File: config.mk
export PLATFORM = sky130hd
export DESIGN_NAME = fetch_sequencer_flat
export DESIGN_NICKNAME = d
export VERILOG_FILES = /design/src/rtl/fetch_sequencer_if.sv /design/src/rtl/fetch_sequencer.sv /design/src/flat_wrapper.sv
export SDC_FILE = /design/constraint.sdc
export NUM_CORES = 1
export LEC_CHECK = 0
export CORE_UTILIZATION = 25
export DETAILED_ROUTE_END_ITERATION = 6
export PLACE_DENSITY = 0.6
export SYNTH_ARGS = -nofsm -noshare
export SYNTH_HDL_FRONTEND = slang
export SYNTH_SLANG_ARGS = --single-unit
File: constraint.sdc
create_clock -name clk -period 3.5 [get_ports clk]
set_input_delay 0.35 -clock clk [delete_from_list [all_inputs] [get_ports clk]]
set_output_delay 0.35 -clock clk [all_outputs]
set_load 0.01 [all_outputs]
File: src/rtl/fetch_sequencer_if.sv
// Nibbler fetch-sequencer bus: ROM read port plus the execute-side controls.
// The master modport belongs to the sequencer; the slave modport belongs to the ROM/execute side.
interface fetch_sequencer_if #(
    parameter int ADDR_W = 12,
    parameter int DATA_W = 8
);
    logic              run;
    logic              stall;
    logic              loadPC;
    logic [ADDR_W-1:0] pcTarget;
    logic [DATA_W-1:0] romData;
    logic [ADDR_W-1:0] romAddress;
    logic              romNotCe;
    logic              romNotOe;
    logic              romNotWe;
    logic [3:0]        instruction;
    logic [3:0]        operand;
    logic              ph;
    logic              instrValid;
    logic [ADDR_W-1:0] pc;

    modport master (
        input  run, stall, loadPC, pcTarget, romData,
        output romAddress, romNotCe, romNotOe, romNotWe,
        output instruction, operand, ph, instrValid, pc
    );

    modport slave (
        output run, stall, loadPC, pcTarget, romData,
        input  romAddress, romNotCe, romNotOe, romNotWe,
        input  instruction, operand, ph, instrValid, pc
    );
endinterface

File: src/rtl/fetch_sequencer.sv
// Nibbler program-ROM sequencer: owns the PC, runs the ROM read cycle and
// splits each fetched byte into instruction/operand nibbles for the execute phase.
module fetch_sequencer #(
    parameter int ADDR_W       = 12,
    parameter int DATA_W       = 8,
    parameter int ROM_LATENCY  = 1,
    parameter int RESET_VECTOR = 0
) (
    input logic               clk,
    input logic               notReset,
    fetch_sequencer_if.master bus
);
    localparam logic [1:0] IDLE  = 2'b00;
    localparam logic [1:0] FETCH = 2'b01;
    localparam logic [1:0] EXEC  = 2'b10;

    localparam int CNT_W = (ROM_LATENCY > 1) ? $clog2(ROM_LATENCY) : 1;
    localparam logic [CNT_W-1:0] LAST_WAIT = CNT_W'(ROM_LATENCY - 1);

    logic [1:0]        state;
    logic [CNT_W-1:0]  waitCnt;
    logic [ADDR_W-1:0] pcReg;
    logic [3:0]        instrReg;
    logic [3:0]        operReg;
    logic              validReg;

    always_ff @(posedge clk or negedge notReset) begin
        if (!notReset) begin
            state    <= IDLE;
            waitCnt  <= '0;
            pcReg    <= ADDR_W'(RESET_VECTOR);
            instrReg <= '0;
            operReg  <= '0;
            validReg <= 1'b0;
        end else begin
            case (state)
                IDLE: begin
                    if (bus.run) begin
                        state   <= FETCH;
                        waitCnt <= '0;
                    end
                end
                FETCH: begin
                    if (waitCnt == LAST_WAIT) begin
                        instrReg <= bus.romData[DATA_W-1 -: 4];
                        operReg  <= bus.romData[3:0];
                        pcReg    <= pcReg + ADDR_W'(1);
                        validReg <= 1'b1;
                        waitCnt  <= '0;
                        state    <= EXEC;
                    end else begin
                        waitCnt <= waitCnt + CNT_W'(1);
                    end
                end
                EXEC: begin
                    validReg <= 1'b0;
                    if (!bus.stall) begin
                        // A jump target replaces the increment already applied at capture.
                        if (bus.loadPC) pcReg <= bus.pcTarget;
                        waitCnt <= '0;
                        state   <= bus.run ? FETCH : IDLE;
                    end
                end
                default: state <= IDLE;
            endcase
        end
    end

    // Strobes decode straight from the state so an async reset releases the ROM at once.
    assign bus.romAddress  = pcReg;
    assign bus.romNotCe    = (state != FETCH);
    assign bus.romNotOe    = (state != FETCH);
    assign bus.romNotWe    = 1'b1;
    assign bus.instruction = instrReg;
    assign bus.operand     = operReg;
    assign bus.ph          = (state == EXEC);
    assign bus.instrValid  = validReg;
    assign bus.pc          = pcReg;
endmodule

File: src/flat_wrapper.sv
// flat-port wrapper written by rule: the top's interface ports become plain ports
module fetch_sequencer_flat 
#(
    parameter int ADDR_W       = 12,
    parameter int DATA_W       = 8,
    parameter int ROM_LATENCY  = 1,
    parameter int RESET_VECTOR = 0
)
  (clk, notReset, bus_run, bus_stall, bus_loadPC, bus_pcTarget, bus_romData, bus_romAddress, bus_romNotCe, bus_romNotOe, bus_romNotWe, bus_instruction, bus_operand, bus_ph, bus_instrValid, bus_pc);
  fetch_sequencer_if #(.ADDR_W(ADDR_W), .DATA_W(DATA_W)) bus_i ();
  input logic clk;
  input logic notReset;
  input wire logic [$bits(bus_i.run)-1:0] bus_run;
  input wire logic [$bits(bus_i.stall)-1:0] bus_stall;
  input wire logic [$bits(bus_i.loadPC)-1:0] bus_loadPC;
  input wire logic [$bits(bus_i.pcTarget)-1:0] bus_pcTarget;
  input wire logic [$bits(bus_i.romData)-1:0] bus_romData;
  output wire logic [$bits(bus_i.romAddress)-1:0] bus_romAddress;
  output wire logic [$bits(bus_i.romNotCe)-1:0] bus_romNotCe;
  output wire logic [$bits(bus_i.romNotOe)-1:0] bus_romNotOe;
  output wire logic [$bits(bus_i.romNotWe)-1:0] bus_romNotWe;
  output wire logic [$bits(bus_i.instruction)-1:0] bus_instruction;
  output wire logic [$bits(bus_i.operand)-1:0] bus_operand;
  output wire logic [$bits(bus_i.ph)-1:0] bus_ph;
  output wire logic [$bits(bus_i.instrValid)-1:0] bus_instrValid;
  output wire logic [$bits(bus_i.pc)-1:0] bus_pc;
  assign bus_i.run = bus_run;
  assign bus_i.stall = bus_stall;
  assign bus_i.loadPC = bus_loadPC;
  assign bus_i.pcTarget = bus_pcTarget;
  assign bus_i.romData = bus_romData;
  assign bus_romAddress = bus_i.romAddress;
  assign bus_romNotCe = bus_i.romNotCe;
  assign bus_romNotOe = bus_i.romNotOe;
  assign bus_romNotWe = bus_i.romNotWe;
  assign bus_instruction = bus_i.instruction;
  assign bus_operand = bus_i.operand;
  assign bus_ph = bus_i.ph;
  assign bus_instrValid = bus_i.instrValid;
  assign bus_pc = bus_i.pc;
  fetch_sequencer #(.ADDR_W(ADDR_W), .DATA_W(DATA_W), .ROM_LATENCY(ROM_LATENCY), .RESET_VECTOR(RESET_VECTOR)) u_core (.clk(clk), .notReset(notReset), .bus(bus_i));
endmodule
-- After elaboration in Yosys (flattened, before gate mapping)
Index checks and enable logic that the tools add are counted.
- $add $sub $neg: 2
- $mul: 0
- div/mod/pow operators: 0
- order comparisons: 0
- equal/unequal tests: 7
- shift-type cells: 0
- multiplexer cells: 15
- bitwise operators: 1
- reductions and logical operators: 8
- operators with widths (cell ; count):
    $mux W12 ; 3
    $pmux W12 S2 ; 1
    $add A12 B1 Y12 const B ; 1
    $ne A2 B2 Y1 const B ; 4
    $mux W2 ; 3
    $pmux W2 S3 ; 1
    $reduce_and A3 Y1 ; 2
    $mux W1 ; 5
    $reduce_and A2 Y1 ; 2
    $reduce_and A4 Y1 ; 1
    $pmux W1 S3 ; 1
    $reduce_bool A3 Y1 ; 1
    $eq A2 B1 Y1 const B ; 1
    $eq A2 B2 Y1 const B ; 1
    $logic_not A2 Y1 ; 1
    $ne A2 B1 Y1 const B ; 1
    $pmux W1 S2 ; 1
    $reduce_bool A2 Y1 ; 1
    $add A1 B1 Y1 const B ; 1
    $not A1 Y1 ; 1
- register bits: 24
- bits in latches: 0
- memory bits (writable): 0
- memory bits (read-only): 0
- bits of input ports: 25
- output and inout port bits: 37
- logic and storage cells: 39
- memories kept: 0

-- Longest topological paths before layout
- word-level depth: 3
- mapped depth: 8
- gate-level depth less buffers: 6

-- Worst setup path before layout
OpenSTA, ideal clock, no wires.
- path kind: reg2reg
- start: reg u_core.state[1]
- end: reg u_core.pcReg[2] (netlist: u_core.bus.pc[2])
- library setup time: 0.135 ns
- data arrival time: 1.548 ns
- required time: 3.365 ns
- setup slack: 1.817 ns
- cell stages (with the launch flop): 9
- path buffers: 2
- period minus slack after synthesis: 1.683 ns
- cells stage by stage: dfrtp_1 inv_1 ha_1 buf_2 inv_1 o21a_1 clkbuf_1 o21ai_0 o21ai_0
- word-level cells in the longest chain between the ends: 3
- elaborated cells on any way between the ends: 8
- those cells by class: eq/ne: 5; mux: 1; reduce/logical: 2
- RTL lines (item ; RTL line ; RTL):
    start: declaration ; fetch_sequencer.sv:20 ; logic [1:0] state;
    start signal: assignment ; fetch_sequencer.sv:61 ; state <= bus.run ? FETCH : IDLE;
    $eq A2 B2 Y1 or $eq A2 B1 Y1 (tied branches) ; fetch_sequencer.sv:36 ; case (state)
    $ne A2 B2 Y1 (no line) or $reduce_bool A2 Y1 (tied branches) ; -- ;
    $reduce_and A4 Y1 (no line) ; -- ;
    end signal: assignment ; fetch_sequencer.sv:31 ; pcReg <= ADDR_W'(RESET_VECTOR);
    end signal: assignment ; fetch_sequencer.sv:47 ; pcReg <= pcReg + ADDR_W'(1);
    end signal: assignment ; fetch_sequencer.sv:59 ; if (bus.loadPC) pcReg <= bus.pcTarget;
    end: declaration ; fetch_sequencer.sv:22 ; logic [ADDR_W-1:0] pcReg;
Several ways; a longest one is shown, not always the timed one.
A chain may end at the register's enable or synchronous reset.

-- Final worst setup path
- start: reg u_core.state[1]
- end: out bus_romNotCe
- word-level cells in the longest chain between the ends: 1
- RTL lines (item ; RTL line ; RTL):
    $ne A2 B1 Y1 ; fetch_sequencer.sv:71 ; assign bus.romNotCe = (state != FETCH);
    end: declaration ; flat_wrapper.sv:19 ; output wire logic [$bits(bus_i.romNotCe)-1:0] bus_romNotCe;
No other way between the ends.

==> impl_metrics.json <==
{
  "detail_route.wirelength_um": 3220,
  "initial_core_util_pct": 26.5,
  "critPathLaunch": "u_core.state[1]$_DFFE_PN0P_",
  "p_comb_share_pct": 57.4,
  "final_core_utilization_pct": 38.2,
  "switching_share_pct": 38.9,
  "timing.critical_path.to_type": "output port",
  "post-place-cells": 257,
  "cts-hold-fix-buffers": 0,
  "maxClockFrequency_mhz": 426,
  "setup_viol_count_final": 0,
  "dr_total_vias": 1166,
  "critical_path_arrival_ns": 2.00,
  "power_leakage_nw": 0.770,
  "cell_internal_pwr_uw": 995,
  "rows": 26,
  "worst_setup_hold_path_clk_slew_ns": 0.08,
  "share_clk_of_total_power_pct": 10.1,
  "share_of_synthesized_area_occupied_by_flip_flops_and_latches_pct": 41.7,
  "setup_repair_after_global_routing_missed_its_margin": "no",
  "finalMaxSlewViolations": 0,
  "die-width_um": 76.3,
  "fin_area_mm2": 0.00199,
  "grt_first_pass_wirelength_um": 5120,
  "worstSetupEndpoint": "bus_romNotCe",
  "number_of_gates_resized_after_cts": 0,
  "cp.required_ns": 3.15,
  "routabilityCongestion": 0.688,
  "detail_route.wl_per_cell_um": 12.3,
  "cts_setup_buffers": 0,
  "synth.cell_area_mm2": 0.00138,
  "drtAntennaViolNets": 0,
  "ctsRootBufferMaster": "sky130_fd_sc_hd__clkbuf_8",
  "min_period_over_period_pct": 67.1,
  "placedInstanceArea_mm2": 0.00194,
  "power.total_mw": 1.63,
  "drt-pass1-iter-count": 4,
  "synth_cell_type_count": 33,
  "start_kind": "flip-flop",
  "design.die.area_mm2": 0.00582,
  "detail_route.drc_violations": 0,
  "whs_ns": 0.522,
  "crit_path_max_fanout": 10,
  "drive_gt1_share_pct": 8.38,
  "grt_pass1_vias": 1038,
  "worstMarginPinSlew_ns": 1.04,
  "timing_worst_setup_path_type": "flip-flop to output port",
  "switchingPower_uw": 633,
  "synthArstFlopShare_pct": 100,
  "fin_nets": 223,
  "tritoncts": "done",
  "syn_inst": 146,
  "hold_viol": 0,
  "ir_drop_worst_case_vdd_mv": 0.283,
  "critical_r2r_capture": "u_core.bus.pc[4]$_DFFE_PN0P_",
  "synth_fp_nets": 177,
  "crit-reg2reg-launch": "u_core.state[1]$_DFFE_PN0P_",
  "antenna_found_initial": 0,
  "pwr-share-seq_pct": 32.5,
  "number_of_register_bits_inferred_by_synthesis": 23,
  "clock_latency_ns": 0.26,
  "ys_dominant_reg_cell": "sky130_fd_sc_hd__dfrtp_1",
  "areaGrowthSynthToFinish_pct": 44.4,
  "max-clock-path-buffers": 2,
  "gr-total-overflow": 0,
  "max_slew_margin_pct": 30.8,
  "worst_hold_path_type": "flip-flop to flip-flop",
  "layout_setup_ws_ns": 1.15,
  "setup_tns_ns": 0,
  "finClkSkew_ns": 0.00357,
  "synth_edf_count": 0,
  "num_io_pins": 62,
  "drt-vias-per-instance": 4.47,
  "nFillCells": 541,
  "pre_cts_ws_ns": 1.44,
  "yosys_warnings": 0,
  "insertedDiodeCount": 0,
  "core_region_area_mm2": 0.00520,
  "place_hpwl_um": 2380,
  "p_per_area_mw_per_mm2": 818,
  "synthesized_area_per_cell_um2": 9.44,
  "first_iter_violations": 48,
  "cts_inserted_buffers": 3,
  "worst_r2r_path_depth": 6,
  "status": "finished clean",
  "io_buffers": 60,
  "layout_min_cycle_time_ns": 2.35,
  "htree_num_levels": 1,
  "grtUsageTotal_pct": 11.1,
  "timing.max_cap.violations": 0,
  "clkSinkCount": 23,
  "post_layout_nonfiller_instances": 261,
  "largest_net_degree_at_the_start_of_global_routing": 35,
  "reg2reg_setup_slack_ns": 1.48,
  "fp.dieH_um": 76.3
}
## worst min path at each step
| stage | end | slack (ns) | start | cells after the start |
|---|---|---|---|---|
| after detailed placement | u_core.bus.operand[1]$_DFFE_PN0N_ | 0.50 | u_core.bus.operand[1]$_DFFE_PN0N_ | 1 |
| after global placement | u_core.bus.operand[1]$_DFFE_PN0N_ | 0.50 | u_core.bus.operand[1]$_DFFE_PN0N_ | 1 |
| final | u_core.bus.operand[3]$_DFFE_PN0N_ | 0.52 | u_core.bus.operand[3]$_DFFE_PN0N_ | 1 |
| after CTS | u_core.bus.operand[1]$_DFFE_PN0N_ | 0.53 | u_core.bus.operand[1]$_DFFE_PN0N_ | 1 |
| after global routing | u_core.bus.operand[1]$_DFFE_PN0N_ | 0.54 | u_core.bus.operand[1]$_DFFE_PN0N_ | 1 |
| after floorplan | u_core.bus.instrValid$_DFFE_PN0P_ | 0.05 | notReset | 0 |
## registers in the layout, indices dropped and copies added (netlist names)
register                cells
u_core.bus.operand          4
u_core.bus.pc              12
u_core.bus.instruction      4
u_core.state                2
u_core.bus.instrValid       1
## cell families (layout without fill, tap and decap cells)
| kind of cell | Yosys count | count (layout) | share of synthesized area, % |
|---|---|---|---|
| DFF | 23 | 23 | 41.7 |
| AOI/OAI and AO/OA | 32 | 32 | 14.4 |
| buffers and inverters | 27 | 72 | 11.3 |
| and+or+nand+nor | 43 | 43 | 15.9 |
| adders and majority gates | 6 | 6 | 5.44 |
| muxes | 14 | 14 | 10.9 |
| other | 1 | 1 | 0.272 |
## cells in the mapped netlist (2+ instances only)
cell type | instances | area share, %
sky130_fd_sc_hd__a21oi_1 | 9 | 3.3
sky130_fd_sc_hd__nand2b_1 | 2 | 0.91
sky130_fd_sc_hd__nor2_1 | 7 | 1.9
sky130_fd_sc_hd__buf_2 | 2 | 0.73
sky130_fd_sc_hd__nand3_1 | 8 | 2.9
sky130_fd_sc_hd__nor4_1 | 3 | 1.4
sky130_fd_sc_hd__buf_4 | 14 | 7.6
sky130_fd_sc_hd__nand4_1 | 2 | 0.91
sky130_fd_sc_hd__nor3_1 | 6 | 2.2
sky130_fd_sc_hd__a22oi_1 | 2 | 1.1
sky130_fd_sc_hd__clkbuf_1 | 4 | 1.1
sky130_fd_sc_hd__mux2i_1 | 6 | 4.4
sky130_fd_sc_hd__o2bb2ai_1 | 2 | 1.3
sky130_fd_sc_hd__mux2_2 | 8 | 6.5
sky130_fd_sc_hd__o21ai_0 | 9 | 3.3
sky130_fd_sc_hd__inv_1 | 7 | 1.9
sky130_fd_sc_hd__o211ai_1 | 2 | 1.1
sky130_fd_sc_hd__dfrtp_1 | 23 | 42
sky130_fd_sc_hd__ha_1 | 6 | 5.4
sky130_fd_sc_hd__nor2b_1 | 3 | 1.4
sky130_fd_sc_hd__nand2_1 | 8 | 2.2
sky130_fd_sc_hd__or3_1 | 2 | 0.91
## power groups by stage
stage / logic [mW] / clock network, mW / registers [mW]
finish: 0.935 / 0.165 / 0.529
global placement: 0.930 / 0 / 0.532
CTS: 0.943 / 0.175 / 0.530
global route: 1.01 / 0.184 / 0.551
detailed placement: 0.939 / 0 / 0.534
floorplan: 0.510 / 0 / 0.560
## area by class of cell
cell class | instances | area, µm² | area share, %
Multi-Input combinational cell | 96 | 647 | 32.5
Timing Repair Buffer | 61 | 608 | 30.5
Sequential cell | 23 | 576 | 28.9
Tap cell | 70 | 87.6 | 4.40
Clock buffer | 3 | 41.3 | 2.07
Inverter | 7 | 26.3 | 1.32
Clock inverter | 1 | 5.00 | 0.251
## cells in the final DEF (no fill, tap or decap), types with 2 or more instances in the layout
| cell | n |
|---|---|
| sky130_fd_sc_hd__dfrtp_1 | 23 |
| sky130_fd_sc_hd__o2bb2ai_1 | 2 |
| sky130_fd_sc_hd__o211ai_1 | 2 |
| sky130_fd_sc_hd__a22oi_1 | 2 |
| sky130_fd_sc_hd__clkdlybuf4s50_1 | 60 |
| sky130_fd_sc_hd__nor3_1 | 6 |
| sky130_fd_sc_hd__a21oi_1 | 9 |
| sky130_fd_sc_hd__inv_1 | 7 |
| sky130_fd_sc_hd__nand2_1 | 8 |
| sky130_fd_sc_hd__nor2b_1 | 3 |
| sky130_fd_sc_hd__nand3_1 | 8 |
| sky130_fd_sc_hd__mux2_2 | 8 |
| sky130_fd_sc_hd__nand2b_1 | 2 |
| sky130_fd_sc_hd__nand4_1 | 2 |
| sky130_fd_sc_hd__clkbuf_8 | 3 |
| sky130_fd_sc_hd__or3_1 | 2 |
| sky130_fd_sc_hd__nor4_1 | 3 |
| sky130_fd_sc_hd__mux2i_1 | 6 |
| sky130_fd_sc_hd__nor2_1 | 7 |
| sky130_fd_sc_hd__o21ai_0 | 9 |
| sky130_fd_sc_hd__ha_1 | 6 |
## critical path, stage by stage (launching register included)
cell	delay [ns]
sky130_fd_sc_hd__dfrtp_1	0.41
sky130_fd_sc_hd__inv_1	0.12
sky130_fd_sc_hd__ha_1	0.44
sky130_fd_sc_hd__inv_1	0.24
sky130_fd_sc_hd__clkdlybuf4s50_1	0.53
## metal layers
layer / share of wire [%] / vias to the layer above / global-route usage, % / routed length [µm]
met4: 0.90 / 0 / 3.46 / 29
met1: 49 / 532 / 15.1 / 1570
met2: 45 / 39 / 17.1 / 1460
met3: 4.8 / 4 / 2.63 / 156
met5: 0 / - / 0 / 0
li1: - / 591 / - / -
No activity file was read; power rests on OpenSTA's default activity.
==> RTL change (config.mk and constraints unchanged) <==
Reset style: synchronous (`notReset`), changed in one clocked block. Comments in the files are not updated.
--- a/src/rtl/fetch_sequencer.sv
+++ b/src/rtl/fetch_sequencer.sv
@@ -25,5 +25,5 @@
     logic              validReg;
 
-    always_ff @(posedge clk or negedge notReset) begin
+    always_ff @(posedge clk) begin
         if (!notReset) begin
             state    <= IDLE;
Formal check against the unedited RTL: differs if notReset is asserted again (counterexample within 4 cycles, from zero or initial values and one cycle with notReset low); with notReset held inactive, the same outputs for 10 cycles.
==> RTL change against the original RTL <==
- sequential cell count unchanged
- worst hold slack worse by 24 ps
- cell area down 1.8%
- critical path type unchanged
- routed wire length up 9.1%
- fmax up 8.8%
- worst setup slack better by 190 ps
- critical path depth unchanged
- synthesized area down 2.5%
Power is not compared: it rests on default switching activity, and its combinational part moved more than twofold at a synthesized area within 25%.
==> RTL change: results <==
[yosys]
ys_seq_area_share_pct = 34.2
synth_compound_area_share_pct = 17.8
async_flop_share_pct = 0
synthMuxAreaShare_pct = 8.93
yosysUniqueCellTypes = 36
syn_nets = 198
synth_common_cells = "23 x dfxtp_1, 19 x nand2_1, 14 x buf_4, 14 x nor2_1, 12 x mux2i_1"
syn-instance-count = 167
synthTopCellsByArea = "dfxtp_1 34%, mux2i_1 8.9%, buf_4 7.8%"
dominantRegCellSynth = "dfxtp_1"
synthAdderAreaFrac_pct = 5.58

[cts]
cts_buffer_depth = 2
cts-resized-gates = 0

[worst_hold_path]
hp-start = "u_core.bus.operand[0]"
min_to = "u_core.bus.operand[0]"
min_delay_path_depth = 2
hold_class = "flip-flop to flip-flop"

[timing]
hold_ws_ps = 498
skew_ps = 2.04
worst_pin_slew_ps = 529
period_needed_ps = 2160

[drt]
vias = 1288
routed_wl_mm = 3.51
drt_first_iter_violations = 83
post_drt_wl_per_cell_um = 12.5

[placed_design]
dpl.hpwl_mm = 2.58
dp_cells = 277
gp_congestion = 0.782

[critical_path]
max_stage_delay_ps = 500
r2r_end = "u_core.bus.pc[6]"
worstRegToRegCells = 7
crit_start = "u_core.state[1]"
regToRegStartpoint = "u_core.state[0]"
crit_fanout = 9
crit_path_end = "bus_romNotOe"
arrival_ps = 1810

[outcome]
status = "finished, final reports clean"

[grt]
grt_pass1_wl_mm = 5.53
grt_max_degree = 31
gr-usage-all-layers_pct = 12.8
grt_pass1_vias = 1146

[final_layout]
antennaDiodeCount = 0
nNetsFinal = 243
drive_gt1_share_pct = 4.27
fillCellCount = 561

[power]
vdd_drop_max_uv = 157
## RTL change: layout make-up
type	count	area [um2]	share of cell area [%]
multi-input combinational	114	718	36.7
timing repair buffer	61	608	31.1
sequential	23	460	23.6
tap	70	87.6	4.48
clock buffer	3	41.3	2.11
inverter	9	33.8	1.73
clock inverter	1	5.00	0.256
## RTL change: per-layer routing
layer	GRT usage (%)	wire length [um]	up-vias	share of wire, %
met5	0	0	-	0
met4	5.14	72	0	2.1
met3	2.12	153	7	4.4
met2	19.6	1630	37	46
met1	18.0	1660	586	47
li1	-	-	658	-
## RTL change: power groups by stage
stage	sequential, mW	combinational (mW)	clock (mW)
CTS	0.302	0.194	0.179
finish	0.302	0.192	0.169
detailed placement	0.308	0.193	0
global placement	0.307	0.191	0
floorplan	0.312	0.100	0
global route	0.306	0.212	0.186
## RTL change: critical path: cells and delay by family (launching register included)
family                   cells  cell delay (ps)
flip-flops                   1              340
adder cells (fa/ha/maj)      1              480
buffers and inverters        3              720
